==> src/rtl/gpio_input_ctrl.sv <==
// gpio_input_ctrl
// Conditions raw GPIO pad inputs for the system clock domain. Each bit passes
// through a two-flop synchronizer and a per-bit debounce filter. Rising and
// falling edges of the filtered level are latched into sticky write-1-to-clear
// status flags. A single maskable interrupt line is produced from those flags.
module gpio_input_ctrl #(
    parameter int WIDTH      = 8,
    parameter int DEB_CYCLES = 4    // legal range 1..15 (4-bit counter)
) (
    input  logic             sys_clk,
    input  logic             sys_rst,
    input  logic [WIDTH-1:0] gpio_data_in,
    input  logic [WIDTH-1:0] irq_rise_en,
    input  logic [WIDTH-1:0] irq_fall_en,
    input  logic [WIDTH-1:0] irq_en,
    input  logic [WIDTH-1:0] irq_clr,
    output logic [WIDTH-1:0] gpio_sync,
    output logic [WIDTH-1:0] irq_status,
    output logic             irq
);

    // Terminal count of the debounce counter. A new level is accepted on the
    // cycle the counter sits at this value while the level still differs.
    localparam logic [3:0] CNT_MAX = 4'(DEB_CYCLES - 1);

    // Next debounce count for one bit: restart whenever the synchronized level
    // agrees with the accepted level or when the new level is being accepted,
    // otherwise advance. The count therefore never exceeds CNT_MAX.
    function automatic logic [3:0] deb_cnt_next(input logic       differ,
                                                input logic [3:0] cnt);
        if (!differ || (cnt == CNT_MAX)) begin
            return 4'd0;
        end
        return cnt + 4'd1;
    endfunction

    // ------------------------------------------------------------------
    // State
    // ------------------------------------------------------------------
    logic [WIDTH-1:0]      r_s1;
    logic [WIDTH-1:0]      r_s2;
    logic [WIDTH-1:0]      r_sync;
    logic [WIDTH-1:0][3:0] r_cnt;
    logic [WIDTH-1:0]      r_status;

    logic [WIDTH-1:0]      w_differ;
    logic [WIDTH-1:0]      w_accept;
    logic [WIDTH-1:0]      w_rise;
    logic [WIDTH-1:0]      w_fall;
    logic [WIDTH-1:0]      w_status_nxt;

    // Two-flop synchronizer; nothing may sit between the two stages.
    always_ff @(posedge sys_clk or posedge sys_rst) begin
        if (sys_rst) begin
            r_s1 <= '0;
            r_s2 <= '0;
        end else begin
            r_s1 <= gpio_data_in;
            r_s2 <= r_s1;
        end
    end

    // Per-bit compare of the synchronized level against the accepted level.
    always_comb begin
        w_differ = '0;
        w_accept = '0;
        for (int i = 0; i < WIDTH; i++) begin
            w_differ[i] = r_s2[i] ^ r_sync[i];
            w_accept[i] = w_differ[i] && (r_cnt[i] == CNT_MAX);
        end
    end

    // Debounce counters and accepted level. An accepted bit always differs
    // from its old value, so toggling it loads the synchronized level.
    always_ff @(posedge sys_clk or posedge sys_rst) begin
        if (sys_rst) begin
            r_cnt  <= '0;
            r_sync <= '0;
        end else begin
            for (int i = 0; i < WIDTH; i++) begin
                r_cnt[i] <= deb_cnt_next(w_differ[i], r_cnt[i]);
            end
            r_sync <= r_sync ^ w_accept;
        end
    end

    // ------------------------------------------------------------------
    // Edge events: only in the cycle the accepted level changes, and only
    // if the matching enable is set in that very cycle.
    // ------------------------------------------------------------------
    assign w_rise       = w_accept &  r_s2 & irq_rise_en;
    assign w_fall       = w_accept & ~r_s2 & irq_fall_en;

    // A set from a new event wins over a clear in the same cycle.
    assign w_status_nxt = (r_status & ~irq_clr) | w_rise | w_fall;

    // Sticky interrupt status flags.
    always_ff @(posedge sys_clk or posedge sys_rst) begin
        if (sys_rst) begin
            r_status <= '0;
        end else begin
            r_status <= w_status_nxt;
        end
    end

    // ------------------------------------------------------------------
    // Outputs; the interrupt is combinational so mask changes act at once.
    // ------------------------------------------------------------------
    assign gpio_sync  = r_sync;
    assign irq_status = r_status;
    assign irq        = |(r_status & irq_en);

endmodule

==> config.mk <==
export PLATFORM = sky130hd
export DESIGN_NAME = gpio_input_ctrl
export DESIGN_NICKNAME = d
export VERILOG_FILES = /design/src/rtl/gpio_input_ctrl.sv
export SDC_FILE = /design/constraint.sdc
export NUM_CORES = 1
export LEC_CHECK = 0
export ABC_AREA = 1
export CAP_MARGIN = 20
export CORE_MARGIN = 2
export CORE_UTILIZATION = 54
export CTS_CLUSTER_DIAMETER = 150
export DETAILED_ROUTE_END_ITERATION = 8
export PLACE_DENSITY = 0.81
export SYNTH_ARGS = -nofsm -noshare
export SYNTH_HDL_FRONTEND = slang
export SYNTH_SLANG_ARGS = --single-unit
export TNS_END_PERCENT = 1
==> constraint.sdc <==
create_clock -name sys_clk -period 3.8 [get_ports sys_clk]
set_input_delay 0.57 -clock sys_clk [delete_from_list [all_inputs] [get_ports sys_clk]]
set_output_delay 0.57 -clock sys_clk [all_outputs]
set_load 0.03 [all_outputs]
==> flow_metrics.tcl, run 1 <==
set metrics [dict create \
    hold_class "reg -> reg" \
    cts_buffers 9 \
    crit_type "in -> out" \
    worst_pin_slew_ns 0.9446 \
    grt_pass1_vias 2226 \
    netlist_top_cells_area "dfrtp_1, nand2_1, inv_1" \
    clock_skew_ns 0.008561 \
    yosysMostFrequentCell "nand2_1" \
    highest_layer "met4" \
    ys_async_sr_fraction 1.000 \
    max_freq_ghz 0.3952 \
    drt_iter0_drc 110 \
    drv_slew 0 \
    layout.cells.non_filler 462 \
    cts_resized 0 \
    io_buffers 58 \
    synth_commonest_cells "nand2_1, dfrtp_1, inv_1, nor2_1, nand3_1" \
    maxCapViolations 0 \
    hold_slack_ns 0.3471 \
    setup-violations-final 0 \
    grt_pass1_wl_microns 9487 \
    hpwl_microns 3716 \
    synth_nets 366 \
    syn_inst 316 \
    p_leak_uw 0.001915 \
    grt_max_degree 49 \
    syn_area_per_cell_sq_um 8.893 \
    avgViaCountPerCell 4.727 \
    met2_length_microns 2691 \
    cp-end-kind "output port" \
    stdcell_area_sq_um 3726 \
    finalCritPeriodShare 0.6658 \
    place_area_sq_um 3493 \
    path_clk_slew_ns 0.06 \
    die_area_sq_um 5797 \
    wl_met1_microns 2274 \
    antenna_found_initial 0 \
    place_congestion 0.7827 \
    relSlewSlack 0.3694 \
    core_area_sq_um 5075 \
    layout-drive-gt1-share 0.09949 \
    wl_met3_microns 228 \
    fin_tns_setup_ns 0 \
    synth_top_area_share 0.5699 \
    final_period_minus_worst_setup_slack_ns 2.530 \
    die_x_microns 76.14 \
    hold_violations 0 \
    p_per_area_nw_per_um2 638.3 \
    rows 26 \
    diodes 0 \
    syn_area_sq_um 2810 \
    cts.hold.buffers_added 0 \
    vdd_ir_drop_max_mv 0.3712 \
    cts_sinks 64 \
    cp_max_fo 1 \
    seq_area_frac_synth 0.5699 \
    postCtsSetupBuffers 0 \
    yosysTopAreaCell "dfrtp_1" \
    cts_max_path_buffers 2 \
    ys_warn_count 0 \
    synth_ff_type "dfrtp_1" \
    final_core_util 0.7342 \
    fp.dieH_microns 76.14 \
    rsz0062_at_grt "no" \
    grt_overflow_total 0 \
    cts-root-buf "clkbuf_8" \
    place_inst 446 \
    clock_latency_ns 0.33 \
    ys_types 16 \
    ys_seq_elements 64 \
    io_pins 59 \
    area_growth_pct 32.59 \
    cts_tree "yes" \
    drc 0 \
    worstPathArrival_ns 1.96 \
    cp_data_required_time_ns 3.23 \
    wl_microns 5319 \
    grt_usage 0.2095 \
    wl_per_cell_microns 11.51 \
    initial_core_util 0.5537 \
    synth_edf_count 0 \
    cts_max_level 3 \
    vias 2184 \
    status "completed" \
    startpoint_type "input port" \
    drtAntennaViolNets 0 \
    dr.pass1.iters 5 \
    nNetsFinal 437 \
]
## metrics by stage
stage | power (uW) | worst slack (ns)
2_1_floorplan | 1465 | 1.632
3_3_place_gp | 1685 | 1.271
3_5_place_dp | 1711 | 1.250
4_1_cts | 2400 | 1.249
5_1_grt | 2548 | 1.192
6_report | 2379 | 1.270
## logic make-up after synthesis
family	count (synthesis)	synth area share
adder cells (fa/ha/maj)	8	0.03562
AO/OA/AOI/OAI	8	0.01424
AND/OR/NAND/NOR	179	0.2899
buffers and inverters	49	0.06545
flip-flops	64	0.5699
XOR/XNOR	8	0.02493
## cells in the final DEF, fill, tap and decap left out, types with 5 or more instances in the layout
cell type        count
nand2_1             91
dfrtp_1             64
clkdlybuf4s50_1     58
inv_1               47
nor2_1              37
nand3_1             22
clkbuf_8            12
xnor2_1              8
nand4_1              8
ha_1                 8
nand3_2              7
o21ai_0              7
nand2_2              7
nor2_2               5
## per-layer routing
metal,vias to the layer above,track usage
met2,45,0.3723
met5,-,0
met1,1011,0.2310
li1,1118,-
met4,0,0.1055
met3,10,0.05687
## critical path: stages
cell             delay (ns)
clkdlybuf4s50_1        0.47
nand2_1                0.09
nand2_1                0.08
nor2_1                 0.04
nand2_1                0.05
clkdlybuf4s50_1        0.66
## power by group
part	internal [uW]	switching, uW	total, uW
logic	307	403	711
registers	836	161	998
clock network	424	246	670
total	1570	811	2380
## worst paths after layout
kind | startpoint | end | slack [ns] | cells past startpoint
worst max-delay path | irq_en[5] | irq | 1.27 | 6
worst min-delay path | r_s1[6]$_DFF_PP0_ | r_s2[6]$_DFF_PP0_ | 0.35 | 0
worst max register to register | r_cnt[16]$_DFF_PP0_ | r_cnt[16]$_DFF_PP0_ | 2.70 | 4
worst min register to register | r_s1[6]$_DFF_PP0_ | r_s2[6]$_DFF_PP0_ | 0.35 | 0
max in group asynchronous | sys_rst | irq_status[7]$_DFF_PP0_ | 2.31 | 3
min in group asynchronous | sys_rst | irq_status[1]$_DFF_PP0_ | 0.77 | 2
## final cells by class
class	instances	area, sq um
inverter	49	183.9
clock buffer	14	172.7
timing repair buffer	60	595.6
multi-input combinational	203	1025
clock inverter	2	60.06
sequential	64	1602
tap	70	87.58
fill	385	1349
No activity file was read; power rests on OpenSTA's default activity.
==> run 2, diff against run 1 <==
CORE_UTILIZATION = 51   (was 54)
PLACE_DENSITY = 0.77   (was 0.81)
clock period = 2.5 ns   (was 3.8 ns; I/O delays follow)
==> run 2 against run 1 <==
Net effect:
- combinational power increased by 50%
- global-route usage decreased by 2.0 points
- non-clock buffer count increased by 1
- critical path type unchanged
- critical endpoint unchanged
- largest power group unchanged
==> flow_metrics.tcl, run 2 (synthesis results as in run 1) <==
set metrics [dict create \
    status "completed" \
    clock_skew_ns 0.008161 \
    startpoint_type "input port" \
    relSlewSlack 0.5639 \
    r2r-start "r_cnt[24]$_DFF_PP0_" \
    r2r_end "r_cnt[24]$_DFF_PP0_" \
    io_pins 59 \
    hpwl_microns 3800 \
    multi_input_comb_area_sq_um 1025 \
    worst_r2r_path_depth 4 \
    cts_sinks 64 \
    power_switching_uw 1209 \
    final_cell_mix "nand2_1, dfrtp_1, clkdlybuf4s50_1, inv_1, nor2_1" \
    diodes 0 \
    place_congestion 0.7348 \
    clock_latency_ns 0.33 \
    hold_violations 0 \
    drv_slew 0 \
    internal_power_uw 2251 \
    fp.dieH_microns 78.23 \
    crit_path_start "irq_en[5]" \
    maxCapViolations 0 \
    grt_usage 0.1900 \
    clkPwrFrac 0.254 \
    max_freq_ghz 0.4681 \
    rsz0062_at_grt "no" \
    vdd_ir_drop_max_mv 0.4806 \
    post-place-ws_ns 0.3653 \
    grt_pass1_vias 2010 \
    drtAntennaViolNets 0 \
    nNetsFinal 438 \
    cts-root-buf "clkbuf_8" \
    worst_pin_slew_ns 0.6532 \
    final_core_util 0.6850 \
    final.fill_count 435 \
    cts_max_level 3 \
    setup-violations-final 0 \
    hold_class "reg -> reg" \
    final_period_minus_worst_setup_slack_ns 2.136 \
    worst_slack_ns 0.3635 \
    worstSetupEndpoint "irq" \
    cts_buffers 9 \
    io_buffers 58 \
    area_growth_pct 31.75 \
    sw_frac_of_total 0.3493 \
    r2r_setup_slack_ns 1.44 \
    avgViaCountPerCell 4.647 \
    drc 0 \
    vias 2161 \
    grt_overflow_total 0 \
    wl_microns 5033 \
    cts_resized 0 \
    cp_data_required_time_ns 2.12 \
    pwr-share-seq 0.436 \
    die_x_microns 78.23 \
    grt_max_degree 34 \
    cp-end-kind "output port" \
    cts_max_path_buffers 2 \
    postCtsSetupBuffers 0 \
    seq_area_sq_um 1602 \
    rows 27 \
    p_comb_frac 0.310 \
    fin_tns_setup_ns 0 \
    core_area_sq_um 5405 \
    p_per_area_nw_per_um2 934.6 \
    final_common_cell "nand2_1" \
    die_area_sq_um 6120 \
    path_clk_slew_ns 0.06 \
    grt_pass1_wl_microns 8714 \
    cts_tree "yes" \
    cp_max_fo 1 \
    antenna_found_initial 0 \
    p_leak_uw 0.001907 \
    finalCritPeriodShare 0.8546 \
    worstPathArrival_ns 1.76 \
    initial_core_util 0.5199 \
    drt_iter0_drc 110 \
    dr.pass1.iters 4 \
    layout-drive-gt1-share 0.1018 \
    cts.hold.buffers_added 0 \
    wl_per_cell_microns 10.82 \
    crit_type "in -> out" \
]
run 2: changes by cell type in the layout (fill, tap and decap cells not counted), sizes merged:
cell / before / now
clkbuf: 14 / 13
clkinv: 0 / 2
bufinv: 2 / 1
buf: 2 / 3
run 2: critical path: stages:
cell             delay, ns
clkdlybuf4s50_1       0.49
nand2_1               0.09
nand2_1               0.07
nor2_1                0.04
nand2_1               0.05
clkdlybuf4s50_1       0.66
run 2: power groups by stage:
stage,registers (uW),clock network (uW),logic (uW)
finish,1510,879,1070
CTS,1510,907,1090
detailed placement,1520,0,1080
global placement,1510,0,1050
floorplan,1620,0,604
global route,1550,960,1210
run 2: worst min path at each step:
stage                      startpoint           endpoint  slack (ns)  cells past startpoint
CTS                 r_s1[0]$_DFF_PP0_  r_s2[0]$_DFF_PP0_        0.35                      0
detailed placement  r_s1[5]$_DFF_PP0_  r_s2[5]$_DFF_PP0_        0.34                      0
floorplan           r_s1[0]$_DFF_PP0_  r_s2[0]$_DFF_PP0_        0.33                      0
finish              r_s1[3]$_DFF_PP0_  r_s2[3]$_DFF_PP0_        0.35                      0
global placement    r_s1[5]$_DFF_PP0_  r_s2[5]$_DFF_PP0_        0.33                      0
global route        r_s1[2]$_DFF_PP0_  r_s2[2]$_DFF_PP0_        0.36                      0
run 2: layout make-up:
type                            instances  share of cell area
Sequential cell                        64              0.4326
Multi-Input combinational cell        203              0.2768
Timing Repair Buffer                   61              0.1629
Inverter                               49             0.04968
Clock buffer                           13             0.04292
Tap cell                               72             0.02433
Clock inverter                          3             0.01081
run 2: per-stage QoR:
step | hold slack (ns) | std cells | instance area [sq um] | total power, uW
final | 0.3525 | 465 | 3702 | 3460
after global routing | 0.3629 | 465 | 3702 | 3713
after CTS | 0.3528 | 465 | 3702 | 3504
after detailed placement | 0.3397 | 449 | 3503 | 2606
after global placement | 0.3312 | 449 | 3503 | 2564
after floorplan | 0.3312 | 316 | 2810 | 2227
run 2: routing by layer:
layer | wire, microns | part of all wire | track usage
met5 | 0 | 0 | 0
met4 | 109 | 0.022 | 0.08947
met3 | 366 | 0.073 | 0.08276
met2 | 2269 | 0.45 | 0.2905
met1 | 2288 | 0.45 | 0.2329
==> run 3, diff against run 2 <==
GPL_ROUTABILITY_DRIVEN = 0   (was default)
==> results of run 3 <==
No change in the layout: final DEF, timing and power equal those of run 2.
